<file path="config.mk">
export PLATFORM = sky130hd
export DESIGN_NAME = video_timing_gen
export DESIGN_NICKNAME = d
export VERILOG_FILES = /design/src/rtl/video_pkg.sv /design/src/rtl/video_pattern.sv /design/src/rtl/video_timing_gen.sv
export SDC_FILE = /design/constraint.sdc
export NUM_CORES = 1
export LEC_CHECK = 0
export CAP_MARGIN = 10
export CORE_MARGIN = 4
export CORE_UTILIZATION = 45
export CTS_CLUSTER_DIAMETER = 30
export DETAILED_ROUTE_END_ITERATION = 10
export HOLD_SLACK_MARGIN = 0.03
export PLACE_DENSITY = 0.66
export SYNTH_ARGS = -nofsm -noshare
export SYNTH_HDL_FRONTEND = slang
export SYNTH_SLANG_ARGS = --single-unit
</file>
<file path="constraint.sdc">
create_clock -name clock_25 -period 3.82 [get_ports clock_25]
set_input_delay 0.382 -clock clock_25 [delete_from_list [all_inputs] [get_ports clock_25]]
set_output_delay 0.382 -clock clock_25 [all_outputs]
set_load 0.1 [all_outputs]
</file>
<file path="src/rtl/video_pkg.sv">
// rtl/video_pkg.sv - shared mode encodings, bar colour table and default 640x480@60 timing
package video_pkg;

    typedef enum logic [1:0] {
        MODE_SOLID = 2'd0,
        MODE_BARS  = 2'd1,
        MODE_CHECK = 2'd2,
        MODE_RAMP  = 2'd3
    } mode_e;

    localparam int DEF_H_ACTIVE = 640;
    localparam int DEF_H_FRONT  = 16;
    localparam int DEF_H_SYNC   = 96;
    localparam int DEF_H_BACK   = 48;
    localparam int DEF_V_ACTIVE = 480;
    localparam int DEF_V_FRONT  = 10;
    localparam int DEF_V_SYNC   = 2;
    localparam int DEF_V_BACK   = 33;

    localparam int NUM_BARS = 8;

    // {R,G,B} channel on/off per bar, left to right: white .. black
    localparam logic [2:0] BAR_TABLE [NUM_BARS] = '{
        3'b111, 3'b110, 3'b011, 3'b010, 3'b101, 3'b100, 3'b001, 3'b000
    };

    function automatic logic [2:0] bar_color(input logic [3:0] idx);
        if (idx < 4'(NUM_BARS)) begin
            return BAR_TABLE[idx[2:0]];
        end
        return 3'b000;
    endfunction

endpackage

</file>
<file path="src/rtl/video_pattern.sv">
// rtl/video_pattern.sv - combinational test-pattern source selected by the frame-latched mode
module video_pattern
    import video_pkg::*;
#(
    parameter int HW          = 10,
    parameter int VW          = 10,
    parameter int COLOR_BITS  = 8,
    parameter int CHECK_SHIFT = 5
) (
    input  logic [HW-1:0]           h_i,
    input  logic [VW-1:0]           v_i,
    input  logic [3:0]              bar_idx_i,
    input  mode_e                   mode_i,
    input  logic [3*COLOR_BITS-1:0] solid_rgb_i,
    output logic [3*COLOR_BITS-1:0] rgb_o
);

    logic [2:0]            bar_on;
    logic                  check_on;
    logic [COLOR_BITS-1:0] ramp;

    assign bar_on = bar_color(bar_idx_i);
    // Shifting rather than bit-selecting keeps small rasters legal when CHECK_SHIFT exceeds the counter width
    assign check_on = 1'(h_i >> CHECK_SHIFT) ^ 1'(v_i >> CHECK_SHIFT);
    assign ramp     = COLOR_BITS'(h_i);

    always_comb begin
        rgb_o = '0;
        case (mode_i)
            MODE_SOLID: rgb_o = solid_rgb_i;
            MODE_BARS:  rgb_o = {{COLOR_BITS{bar_on[2]}}, {COLOR_BITS{bar_on[1]}}, {COLOR_BITS{bar_on[0]}}};
            MODE_CHECK: rgb_o = {(3*COLOR_BITS){check_on}};
            MODE_RAMP:  rgb_o = {ramp, ramp, ramp};
            default:    rgb_o = '0;
        endcase
    end

endmodule

</file>
<file path="src/rtl/video_timing_gen.sv">
// rtl/video_timing_gen.sv - parametrised raster counters, syncs, pattern mux and registered HDMI outputs
module video_timing_gen
    import video_pkg::*;
#(
    parameter int H_ACTIVE    = DEF_H_ACTIVE,
    parameter int H_FRONT     = DEF_H_FRONT,
    parameter int H_SYNC      = DEF_H_SYNC,
    parameter int H_BACK      = DEF_H_BACK,
    parameter int V_ACTIVE    = DEF_V_ACTIVE,
    parameter int V_FRONT     = DEF_V_FRONT,
    parameter int V_SYNC      = DEF_V_SYNC,
    parameter int V_BACK      = DEF_V_BACK,
    parameter bit HS_POL      = 1'b0,
    parameter bit VS_POL      = 1'b0,
    parameter int COLOR_BITS  = 8,
    parameter int CHECK_SHIFT = 5,
    parameter int FRAME_W     = 16
) (
    input  logic                    clock_25,
    input  logic                    reset,
    input  logic                    enable,
    input  logic [1:0]              mode,
    input  logic [3*COLOR_BITS-1:0] solid_rgb,
    output logic                    data_enable,
    output logic                    horz_sync,
    output logic                    vert_sync,
    output logic [COLOR_BITS-1:0]   red,
    output logic [COLOR_BITS-1:0]   green,
    output logic [COLOR_BITS-1:0]   blue,
    output logic                    frame_start,
    output logic [FRAME_W-1:0]      frame_count
);

    localparam int H_TOTAL  = H_ACTIVE + H_FRONT + H_SYNC + H_BACK;
    localparam int V_TOTAL  = V_ACTIVE + V_FRONT + V_SYNC + V_BACK;
    localparam int HW       = $clog2(H_TOTAL);
    localparam int VW       = $clog2(V_TOTAL);
    localparam int BW       = H_ACTIVE / NUM_BARS;
    localparam int HS_START = H_ACTIVE + H_FRONT;
    localparam int HS_END   = HS_START + H_SYNC;
    localparam int VS_START = V_ACTIVE + V_FRONT;
    localparam int VS_END   = VS_START + V_SYNC;

    localparam logic [HW-1:0] H_LAST  = HW'(H_TOTAL - 1);
    localparam logic [VW-1:0] V_LAST  = VW'(V_TOTAL - 1);
    localparam logic [HW-1:0] BW_LAST = HW'(BW - 1);

    if (H_ACTIVE == 0 || H_SYNC == 0 || V_ACTIVE == 0 || V_SYNC == 0 || H_ACTIVE < 8) begin : g_bad_params
        $error("video_timing_gen: invalid timing parameters");
    end

    logic [HW-1:0]           h_q, h_d, bar_cnt_q, bar_cnt_d;
    logic [VW-1:0]           v_q, v_d;
    logic [3:0]              bar_idx_q, bar_idx_d;
    mode_e                   active_mode_q, active_mode_d, pat_mode;
    logic                    de_q, de_d, hs_q, hs_d, vs_q, vs_d, fs_q, fs_d;
    logic [3*COLOR_BITS-1:0] rgb_q, rgb_d, pat_rgb;
    logic [FRAME_W-1:0]      fc_q, fc_d;
    logic                    at_origin, h_wrap, in_active, hs_win, vs_win;

    assign at_origin = (h_q == '0) && (v_q == '0);
    assign h_wrap    = (h_q == H_LAST);
    assign in_active = (32'(h_q) < H_ACTIVE) && (32'(v_q) < V_ACTIVE);
    assign hs_win    = (32'(h_q) >= HS_START) && (32'(h_q) < HS_END);
    assign vs_win    = (32'(v_q) >= VS_START) && (32'(v_q) < VS_END);
    // Pixel (0,0) already uses the freshly sampled mode so a new pattern starts exactly on the frame boundary
    assign pat_mode  = at_origin ? mode_e'(mode) : active_mode_q;

    video_pattern #(
        .HW          (HW),
        .VW          (VW),
        .COLOR_BITS  (COLOR_BITS),
        .CHECK_SHIFT (CHECK_SHIFT)
    ) u_pattern (
        .h_i         (h_q),
        .v_i         (v_q),
        .bar_idx_i   (bar_idx_q),
        .mode_i      (pat_mode),
        .solid_rgb_i (solid_rgb),
        .rgb_o       (pat_rgb)
    );

    always_comb begin
        h_d           = h_q;
        v_d           = v_q;
        bar_cnt_d     = bar_cnt_q;
        bar_idx_d     = bar_idx_q;
        active_mode_d = active_mode_q;
        if (!enable) begin
            h_d       = '0;
            v_d       = '0;
            bar_cnt_d = '0;
            bar_idx_d = '0;
        end else begin
            if (at_origin) begin
                active_mode_d = mode_e'(mode);
            end
            if (h_wrap) begin
                h_d       = '0;
                bar_cnt_d = '0;
                bar_idx_d = '0;
                v_d       = (v_q == V_LAST) ? '0 : v_q + 1'b1;
            end else begin
                h_d = h_q + 1'b1;
                // Index saturates at NUM_BARS so leftover pixels past the last full bar stay black
                if (bar_idx_q < 4'(NUM_BARS)) begin
                    if (bar_cnt_q == BW_LAST) begin
                        bar_cnt_d = '0;
                        bar_idx_d = bar_idx_q + 1'b1;
                    end else begin
                        bar_cnt_d = bar_cnt_q + 1'b1;
                    end
                end
            end
        end
    end

    always_comb begin
        de_d  = 1'b0;
        hs_d  = ~HS_POL;
        vs_d  = ~VS_POL;
        fs_d  = 1'b0;
        rgb_d = '0;
        fc_d  = fc_q;
        if (enable) begin
            de_d  = in_active;
            hs_d  = hs_win ? HS_POL : ~HS_POL;
            vs_d  = vs_win ? VS_POL : ~VS_POL;
            fs_d  = at_origin;
            rgb_d = in_active ? pat_rgb : '0;
            if (at_origin) begin
                fc_d = fc_q + 1'b1;
            end
        end
    end

    always_ff @(posedge clock_25 or negedge reset) begin
        if (!reset) begin
            h_q           <= '0;
            v_q           <= '0;
            bar_cnt_q     <= '0;
            bar_idx_q     <= '0;
            active_mode_q <= MODE_SOLID;
            de_q          <= 1'b0;
            hs_q          <= ~HS_POL;
            vs_q          <= ~VS_POL;
            fs_q          <= 1'b0;
            rgb_q         <= '0;
            fc_q          <= '0;
        end else begin
            h_q           <= h_d;
            v_q           <= v_d;
            bar_cnt_q     <= bar_cnt_d;
            bar_idx_q     <= bar_idx_d;
            active_mode_q <= active_mode_d;
            de_q          <= de_d;
            hs_q          <= hs_d;
            vs_q          <= vs_d;
            fs_q          <= fs_d;
            rgb_q         <= rgb_d;
            fc_q          <= fc_d;
        end
    end

    assign data_enable = de_q;
    assign horz_sync   = hs_q;
    assign vert_sync   = vs_q;
    assign frame_start = fs_q;
    assign frame_count = fc_q;
    assign red         = rgb_q[3*COLOR_BITS-1:2*COLOR_BITS];
    assign green       = rgb_q[2*COLOR_BITS-1:COLOR_BITS];
    assign blue        = rgb_q[COLOR_BITS-1:0];

endmodule
</file>
* Yosys cells after proc, flatten, opt, wreduce, memory -nomap -nowiden
Memories as Yosys holds them, arrays and structs flattened.
Cells that the tools add are included.
W data, S select, Z words.
** Operators by class
- Reduce and logical (&&, ||, !) cells :: 9
- Mux-type cells :: 28
- $lt $le $gt $ge :: 8
- Equal/unequal tests :: 9
- Bitwise logic cells :: 2
- Add/subtract/negate cells :: 5
** Operators with widths (count)
- $pmux W24 S4 :: 1
- $mux W10 :: 9
- $mux W24 :: 2
- $add A10 B1 Y10 const B :: 3
- $eq A10 B10 Y1 const B :: 2
- $logic_not A10 Y1 :: 2
- $lt A10 B10 Y1 const B :: 2
- $lt A10 B9 Y1 const B :: 2
- $add A16 B1 Y16 const B :: 1
- $mux W4 :: 4
- $mux W3 :: 4
- $eq A10 B7 Y1 const B :: 1
- $ge A10 B10 Y1 const B :: 1
- $ge A10 B9 Y1 const B :: 1
- $mux W1 :: 7
- $ne A3 B1 Y1 const B :: 2
- $add A4 B1 Y4 const B :: 1
- $eq A2 B2 Y1 const B :: 2
- $ge A4 B4 Y1 const B :: 1
- $logic_and A1 B1 Y1 :: 4
- $lt A4 B4 Y1 const B :: 1
- $not A3 Y4 :: 1
- $reduce_and A2 Y1 :: 2
- $eq A2 B1 Y1 const B :: 1
- 4 further kinds :: 4
** Storage, ports and cells
- Input port bits :: 29
- Memory bits (read-only) :: 24
- Output and inout bits :: 44
- Memories kept :: 1
- Word-level logic and storage cells :: 73
- Register bits after elaboration :: 80
** Memories
- (name not given) :: depth 8, bits a word 3, rd ports 1, clocked after Yosys merged registers in 0, wr ports 0, line video_pkg.sv:29 : return BAR_TABLE[idx[2:0]];

* Longest topological paths before layout
Gate-level depths: netlist of run 1.
- Depth after elaboration :: 9
- Mapped depth :: 10
- Depth with buffers taken out :: 8

* Cells and area by module
Synthesis of run 1 repeated with hierarchy kept, for this count alone.
** Second synthesis, totals
- Cells, all modules :: 402
- Area, all modules :: 4107.7 um^2
** Modules (own cells, without submodules)
- video_timing_gen :: times used 1, cells an instance 350, area an instance 3631.0 um^2, sequential area each 2004.4 um^2
- video_pattern :: times used 1, cells an instance 52, area an instance 476.7 um^2, sequential area each 0.0 um^2

* Least setup slack after synthesis of run 1
Ideal clock, no wire load.
- Kind :: register to register
- From :: reg v_q[0]
- To :: reg rgb_q[22]
- Clock period less this slack :: 2332 ps
- Library setup time :: 123 ps
- Data required time :: 3697 ps
- Stages on the path, launching flop included :: 9
- Path buffers :: 1
- Data arrival time :: 2209 ps
- Slack :: 1488 ps
- Cell sequence :: dfrtp_1 inv_1 ha_1 or4b_1 or2_4 o31a_1 buf_6 o21a_4 o221a_1
** Between the ends
- Word-level cells in the longest chain between the ends :: 7
- Elaborated cells on any way between the ends :: 12
- Classes of those cells :: 1 x order compare; 3 x eq/ne; 4 x mux; 4 x reduce/logical
** RTL lines
- from (decl) :: line video_timing_gen.sv:53 : logic [VW-1:0] v_q, v_d;
- from (signal assigned) :: line video_timing_gen.sv:152 : v_q <= v_d;
- $logic_not A10 Y1 :: line video_timing_gen.sv:61 : assign at_origin = (h_q == '0) && (v_q == '0);
- $logic_and A1 B1 Y1 :: line video_timing_gen.sv:61
- $mux W2
- $eq A2 B2 Y1 (tied with other cells) :: line video_pattern.sv:29 : case (mode_i)
- $pmux W24 S4 :: line video_pattern.sv:29
- $mux W24 * :: line video_timing_gen.sv:130 : rgb_d = in_active ? pat_rgb : '0;
- $mux W24 * :: line video_timing_gen.sv:125 : if (enable) begin
- net rgb_d[22] :: line video_timing_gen.sv:57 : logic [3*COLOR_BITS-1:0] rgb_q, rgb_d, pat_rgb;
- to (signal assigned) :: line video_timing_gen.sv:160 : rgb_q <= rgb_d;
- to (decl) :: line video_timing_gen.sv:57
The timed path passes the listed nets; every way through them passes the cells marked *.
A chain may end at the register's enable or synchronous reset.

* Worst setup path in the final report of run 1
- From :: reg v_q[1]
- To :: reg rgb_q[16]
The elaborated chain is that of the path after synthesis.

==> results by group, run 1 <==
Final layout
  • Number of nets at the end of the flow: 465
  • N_diodes: 0
  • Syn-to-layout area delta: 26.3%
  • Layout cell share with drive strength beyond 1: 0.0991

Worst setup path
  • Capturing point of the worst reg2reg path: rgb_q[16]$_DFF_PN0_
  • Type of destination of the critical path: flop
  • Crit path DAT: 3.00 ns
  • Worst Path Required: 4.05 ns
  • R2r worst-path depth: 8
  • R2r setup slk: 1.05 ns
  • Kind of start point of the critical path: flop
  • Start of the worst register-to-register path: v_q[1]$_DFFE_PN0P_
  • Maximum fanout encountered on the critical timing path: 21
  • Worst Setup Path Type: flop to flop

Synthesis
  • Fraction of the yosys area taken by sequential cells: 0.511
  • Number of enable-type register cells in the synthesized netlist: 0
  • Yosys synthesis warning count: 0
  • Number of synthesized register bits: 80
  • Post-synth design cell area: 3920 sq um
  • Synthesized netlist net count: 398
  • Number of distinct library cells after synthesis: 49
  • Leading register cell type out of synthesis: dfrtp_1
  • Post-Syn Instances: 362
  • Post-Synthesis Mean Instance Area: 10.8 sq um
  • Post-synthesis async set-or-reset flop share: 1.00

Power
  • Total power per unit cell area: 560 nW/um^2
  • Peak VDD IR: 335 uV
  • Total power: 2.78 mW
  • Static power due to leakage: 2.08 nW

Clocking
  • Number of buffers added by the clock tree synthesis step: 9
  • Hold Buf Count CTS: 0
  • Count of H-tree levels built during CTS: 3
  • Post-CTS setup-driven buffer insertion count: 0
  • Clk_lat worst skew: 0.35 ns
  • Clock Root Buffer: clkbuf_8
  • Max Buffers Root-to-Sink: 2
  • Clk slew on worst S/H paths: 0.08 ns
  • Clk sinks: 80
  • CTS tree: built
  • Gates resized, CTS repair: 0

Timing
  • Worst clock skew: 0.0117 ns
  • Max-slew violation count: 0
  • Clock period minus final worst setup slack: 2.77 ns
  • Total count of hold-check failures in the final report: 0
  • Setup_tns: 0 ns
  • Normalized max-slew margin: 0.329
  • Highest clock rate: 361 MHz
  • Count of final setup violators: 0
  • Slew of the pin with the lowest slew margin: 1.00 ns
  • Crit share post-route: 0.725
  • Unrepaired setup endpoints after global routing: false

Routing
  • Vias after detailed routing: 2950
  • Routed WL per cell: 16.1 um
  • Post-route ant nets: 0
  • DRC violation count after routing: 0
  • Routed wire length: 8.68 mm
  • Detailed Route Iter0 Violations: 88
  • Detailed-route vias per instance: 5.47
  • Pre-Repair DR Iteration Count: 4

GRT
  • Global-route wire length before repair: 14.4 mm
  • Gr ovfl total: 0
  • Largest net degree at the start of global routing: 81
  • Number of antenna violations at the first check in global routing: 0
  • Number of global-route vias before repair: 2917
  • Global routing usage summed across all routing layers: 0.176

Floorplanning
  • Number of primary I/O pins: 73
  • Effective utilization at floorplan: 0.470
  • Horizontal die dimension: 101 um
  • Placeable Area: 8340 sq um
  • Number of placement rows: 33
  • Height of the die: 101 um
  • Die footprint: 10300 sq um

Flow run
  • Number of maximum-capacitance constraint violations: 0

Outcome
  • Status: complete, no violations

Place
  • Final RePlAce weighted congestion: 0.807
  • Post-detailed-placement half-perimeter wirelength: 5.99 mm
  • Buffers added on ports: 72

Min path
  • Type of the most critical hold path: primary input to async pin
[logic make-up (layout without fill, tap and decap cells)]
logic type	after synthesis	in the layout	share of synthesized area
multiplexers	9	9	0.0239
buffers and inverters	25	97	0.0303
XOR/XNOR	31	31	0.0692
flip-flops	80	80	0.511
AO/OA/AOI/OAI	74	74	0.159
adder cells (fa/ha/maj)	7	7	0.0223
AND/OR/NAND/NOR	136	136	0.184
[area by class of cell]
cell class | count | area [sq um]
sequential | 80 | 2000
fill | 699 | 3380
tap | 105 | 131
inverter | 6 | 22.5
clock inverter | 6 | 115
multi-input combinational | 257 | 1800
timing repair buffer | 75 | 741
clock buffer | 10 | 138
[placed cells by master (no fill, tap or decap), types with 3 or more instances in the layout]
cell type	n
nor2b_1	4
nor3_1	4
mux2_2	3
xor2_1	11
clkdlybuf4s50_1	71
bufinv_16	3
o21a_1	3
clkbuf_8	10
mux2i_1	6
or4b_2	3
nand2b_1	3
a21oi_1	12
dfrtp_1	78
nor2_1	35
o21ai_0	20
or4_1	5
inv_1	6
nand2_1	25
and2_1	5
xnor2_1	20
ha_1	7
o221a_1	21
nand3_1	12
nand4_1	12
buf_4	4
and3_1	11
o21a_4	7
[metrics by stage]
| stage | util | std cells | area (sq um) | worst slack [ns] | hold slack (ns) |
|---|---|---|---|---|---|
| after global routing | 0.594 | 539 | 4960 | 0.835 | 0.263 |
| after detailed placement | 0.564 | 523 | 4700 | 1.09 | 0.468 |
| after floorplan | - | 362 | 3920 | 1.49 | 0.0864 |
| after CTS | 0.594 | 539 | 4960 | 1.05 | 0.223 |
| final | 0.594 | 539 | 4960 | 1.05 | 0.190 |
| after global placement | 0.564 | 523 | 4700 | 1.17 | 0.463 |
[cell usage after synthesis, drive strengths merged, types with 7 or more instances]
cell,n,area (sq um)
a21oi,12,60.1
and3,11,68.8
clkbuf,13,48.8
dfrtp,78,1950
ha,7,87.6
nand2,26,100
nand3,12,60.1
nand4,12,75.1
nor2,35,131
o21a,10,128
o21ai,23,123
o221a,21,236
xnor2,20,175
xor2,11,96.3
[worst max-delay path, stage by stage (launching register included)]
cell and delay (ns):
dfrtp_1 0.42, inv_1 0.09, ha_1 0.13, or4b_1 0.44, or2_4 0.28, o21ai_2 0.20, o31a_1 0.41, nand2_2 0.33
o221a_1 0.35
[how the worst max path moves through the flow]
stage               cells past startpoint          startpoint                  end
finish                                  8  v_q[1]$_DFFE_PN0P_  rgb_q[16]$_DFF_PN0_
global route                            6    h_q[7]$_DFF_PN0_  rgb_q[17]$_DFF_PN0_
CTS                                     8  v_q[1]$_DFFE_PN0P_  rgb_q[16]$_DFF_PN0_
detailed placement                      8  v_q[1]$_DFFE_PN0P_  rgb_q[18]$_DFF_PN0_
global placement                        8  v_q[0]$_DFFE_PN0P_   rgb_q[1]$_DFF_PN0_
floorplan                               8  v_q[0]$_DFFE_PN0P_  rgb_q[22]$_DFF_PN0_
[flip-flops by register name, indices dropped and copies added (netlist names), 2 cells and up]
signal         flops
rgb_q             24
h_q               10
frame_count       16
bar_cnt_q         10
v_q               10
active_mode_q      2
bar_idx_q          4
[routing by layer]
metal,vias to the layer above,global-route usage,wire length (um)
met4,0,0.0562,127
met3,11,0.0358,559
met2,86,0.267,3750
met1,1415,0.253,4240
met5,-,0,0
li1,1438,-,-
[power by group]
| group | leakage [nW] | internal, mW | switching (mW) |
|---|---|---|---|
| combinational | 0.891 | 0.262 | 0.745 |
| clock | 0.123 | 0.455 | 0.319 |
| sequential | 1.06 | 0.930 | 0.0648 |
(Power assumes the default switching activity.)
==> run 2, diff against run 1 <==
clock period = 2.7 ns   (was 3.82 ns; I/O delays follow)
==> results by group, run 2 (synthesis gave the netlist of run 1 again) <==
Clocking
  • Clk_lat worst skew: 0.35 ns (about the same)
  • Clk sinks: 80 (unchanged)
  • Count of H-tree levels built during CTS: 3 (unchanged)
  • Clock Root Buffer: clkbuf_8
  • CTS tree: built
  • Max Buffers Root-to-Sink: 2 (unchanged)
  • Clk slew on worst S/H paths: 0.09 ns (about the same)
  • Number of buffers added by the clock tree synthesis step: 9 (unchanged)

Timing
  • Clock period minus final worst setup slack: 2.53 ns (-0.237 ns)
  • Highest clock rate: 395 MHz (+9.3%)
  • Total count of hold-check failures in the final report: 0 (unchanged)
  • Normalized max-slew margin: 0.330 (+0.00118)
  • Max-slew violation count: 0 (unchanged)
  • Unrepaired setup endpoints after global routing: false
  • Slew of the pin with the lowest slew margin: 1.01 ns (+0.00137 ns)
  • Crit share post-route: 0.939 (+0.213)
  • Count of final setup violators: 0 (unchanged)
  • Setup_tns: 0 ns (unchanged)
  • Worst clock skew: 0.00970 ns (-0.00196 ns)

Place
  • Buffers added on ports: 72 (unchanged)
  • Placement Cell Area: 4680 sq um (-0.59%)
  • Post-detailed-placement half-perimeter wirelength: 6.19 mm (+3.3%)
  • Final RePlAce weighted congestion: 0.861 (+6.6%)

Worst setup path
  • Maximum fanout encountered on the critical timing path: 7 (-67%)
  • Type of destination of the critical path: flop
  • Kind of start point of the critical path: flop
  • Worst Setup Path Type: flop to flop
  • Crit path DAT: 2.78 ns (-0.22 ns)
  • Worst Path Required: 2.94 ns (-1.11 ns)

Floorplanning
  • Horizontal die dimension: 101 um (unchanged)
  • Height of the die: 101 um (unchanged)
  • Number of placement rows: 33 (unchanged)
  • Effective utilization at floorplan: 0.470 (unchanged)
  • Placeable Area: 8340 sq um (unchanged)
  • Die footprint: 10300 sq um (unchanged)
  • Number of primary I/O pins: 73 (unchanged)

GRT
  • Number of antenna violations at the first check in global routing: 0 (unchanged)
  • Global routing usage summed across all routing layers: 0.177 (+0.00149)
  • Largest net degree at the start of global routing: 81 (unchanged)
  • Number of global-route vias before repair: 2883 (-1.2%)
  • Gr ovfl total: 0 (unchanged)
  • Global-route wire length before repair: 14.3 mm (-0.39%)

Final layout
  • Most common cell after layout, fill and taps aside: dfrtp_1
  • Final core occ: 0.587 (-0.00720)
  • N_diodes: 0 (unchanged)
  • Flip-flop count of the largest register, all copies and words added: 24 (unchanged)
  • Syn-to-layout area delta: 24.8%
  • Register with the most flip-flops: rgb_q
  • Layout fillers: 688 (-1.6%)
  • Summed area of non-filler cells in the final layout: 4900 sq um (-1.2%)
  • Most frequent cells in the layout: dfrtp_1, buf_4, nor2_1
  • Layout cell share with drive strength beyond 1: 0.231 (+0.132)
  • Number of nets at the end of the flow: 477 (+2.6%)

Min path
  • Type of the most critical hold path: primary input to async pin

Routing
  • Routed wire length: 8.71 mm (+0.33%)
  • Pre-Repair DR Iteration Count: 4 (unchanged)
  • Detailed Route Iter0 Violations: 127 (+44%)
  • Routed WL per cell: 15.8 um (-1.9%)
  • Detailed-route vias per instance: 5.51 (+0.64%)
  • Vias after detailed routing: 3035 (+2.9%)
  • Post-route ant nets: 0 (unchanged)
  • DRC violation count after routing: 0 (unchanged)

Power
  • Static power due to leakage: 2.19 nW (+5.5%)
  • Peak VDD IR: 345 uV (+3.0%)
  • Total power per unit cell area: 761 nW/um^2 (+36%)

Flow run
  • Number of maximum-capacitance constraint violations: 0 (unchanged)

Outcome
  • Status: complete, no violations
[run 2: timing repair]
item	in CTS	in global routing
hold buffers	0	0
setup endpoints to repair	0	23
setup buffers	0	1
hold endpoints to repair	0	0
resized for setup	0	5
[run 2: final timing paths]
path                                                  start                          end  slack (ns)  cells after the start
worst max-delay path                     v_q[0]$_DFFE_PN0P_          rgb_q[19]$_DFF_PN0_        0.17                      9
min in group clock_25           frame_count[15]$_DFFE_PN0P_  frame_count[15]$_DFFE_PN0P_        0.48                      1
worst min register to register  frame_count[15]$_DFFE_PN0P_  frame_count[15]$_DFFE_PN0P_        0.48                      1
worst min-delay path                                  reset  frame_count[12]$_DFFE_PN0P_        0.06                      1
worst max register to register           v_q[0]$_DFFE_PN0P_          rgb_q[19]$_DFF_PN0_        0.17                      9
max in group asynchronous                             reset     bar_idx_q[1]$_DFFE_PN0P_        1.96                      1
[run 2: critical path, stage by stage, from the launching register on]
cell and delay (ns):
dfrtp_1 0.43, inv_1 0.08, ha_1 0.13, or4b_1 0.44, or2_4 0.28, o31a_1 0.28
buf_4 0.16, buf_4 0.17, o21a_4 0.21, o221a_1 0.23
[run 2: layout make-up]
type	instances	area (sq um)	share of cell area
tap	105	131	0.0268
timing repair buffer	87	721	0.147
clock buffer	9	124	0.0253
multi-input combinational	257	1810	0.371
sequential	80	2000	0.409
inverter	6	22.5	0.00460
clock inverter	7	78.8	0.0161
[run 2: metal layers]
layer / GRT usage / vias to the layer above / part of all wire
met5: 0 / - / 0
met4: 0.0665 / 0 / 0.017
met3: 0.0399 / 16 / 0.062
met2: 0.257 / 77 / 0.42
met1: 0.260 / 1472 / 0.50
li1: - / 1470 / -
[run 2: power by group]
group          internal [mW]  switching (mW)  leakage [nW]
registers               1.32          0.0904          1.06
clock network          0.437           0.466         0.104
logic                  0.354            1.06          1.02
total                   2.11            1.62          2.19
[run 2: metrics by stage]
step | setup slack, ns | hold WS, ns | power, mW | std cells
2_1_floorplan | 0.368 | -0.0256 | 2.51 | 362
3_3_place_gp | 0.166 | 0.465 | 2.83 | 534
3_5_place_dp | 0.103 | 0.472 | 2.84 | 534
4_1_cts | 0.0815 | 0.100 | 3.75 | 550
6_report | 0.166 | 0.0588 | 3.73 | 551
5_1_grt | 0.0103 | 0.153 | 3.88 | 551
==> run 3, diff against run 2 <==
CTS_CLUSTER_SIZE = 14   (was default)
==> results of run 3 <==
Final layout, timing and power as in run 2 (identical DEF).
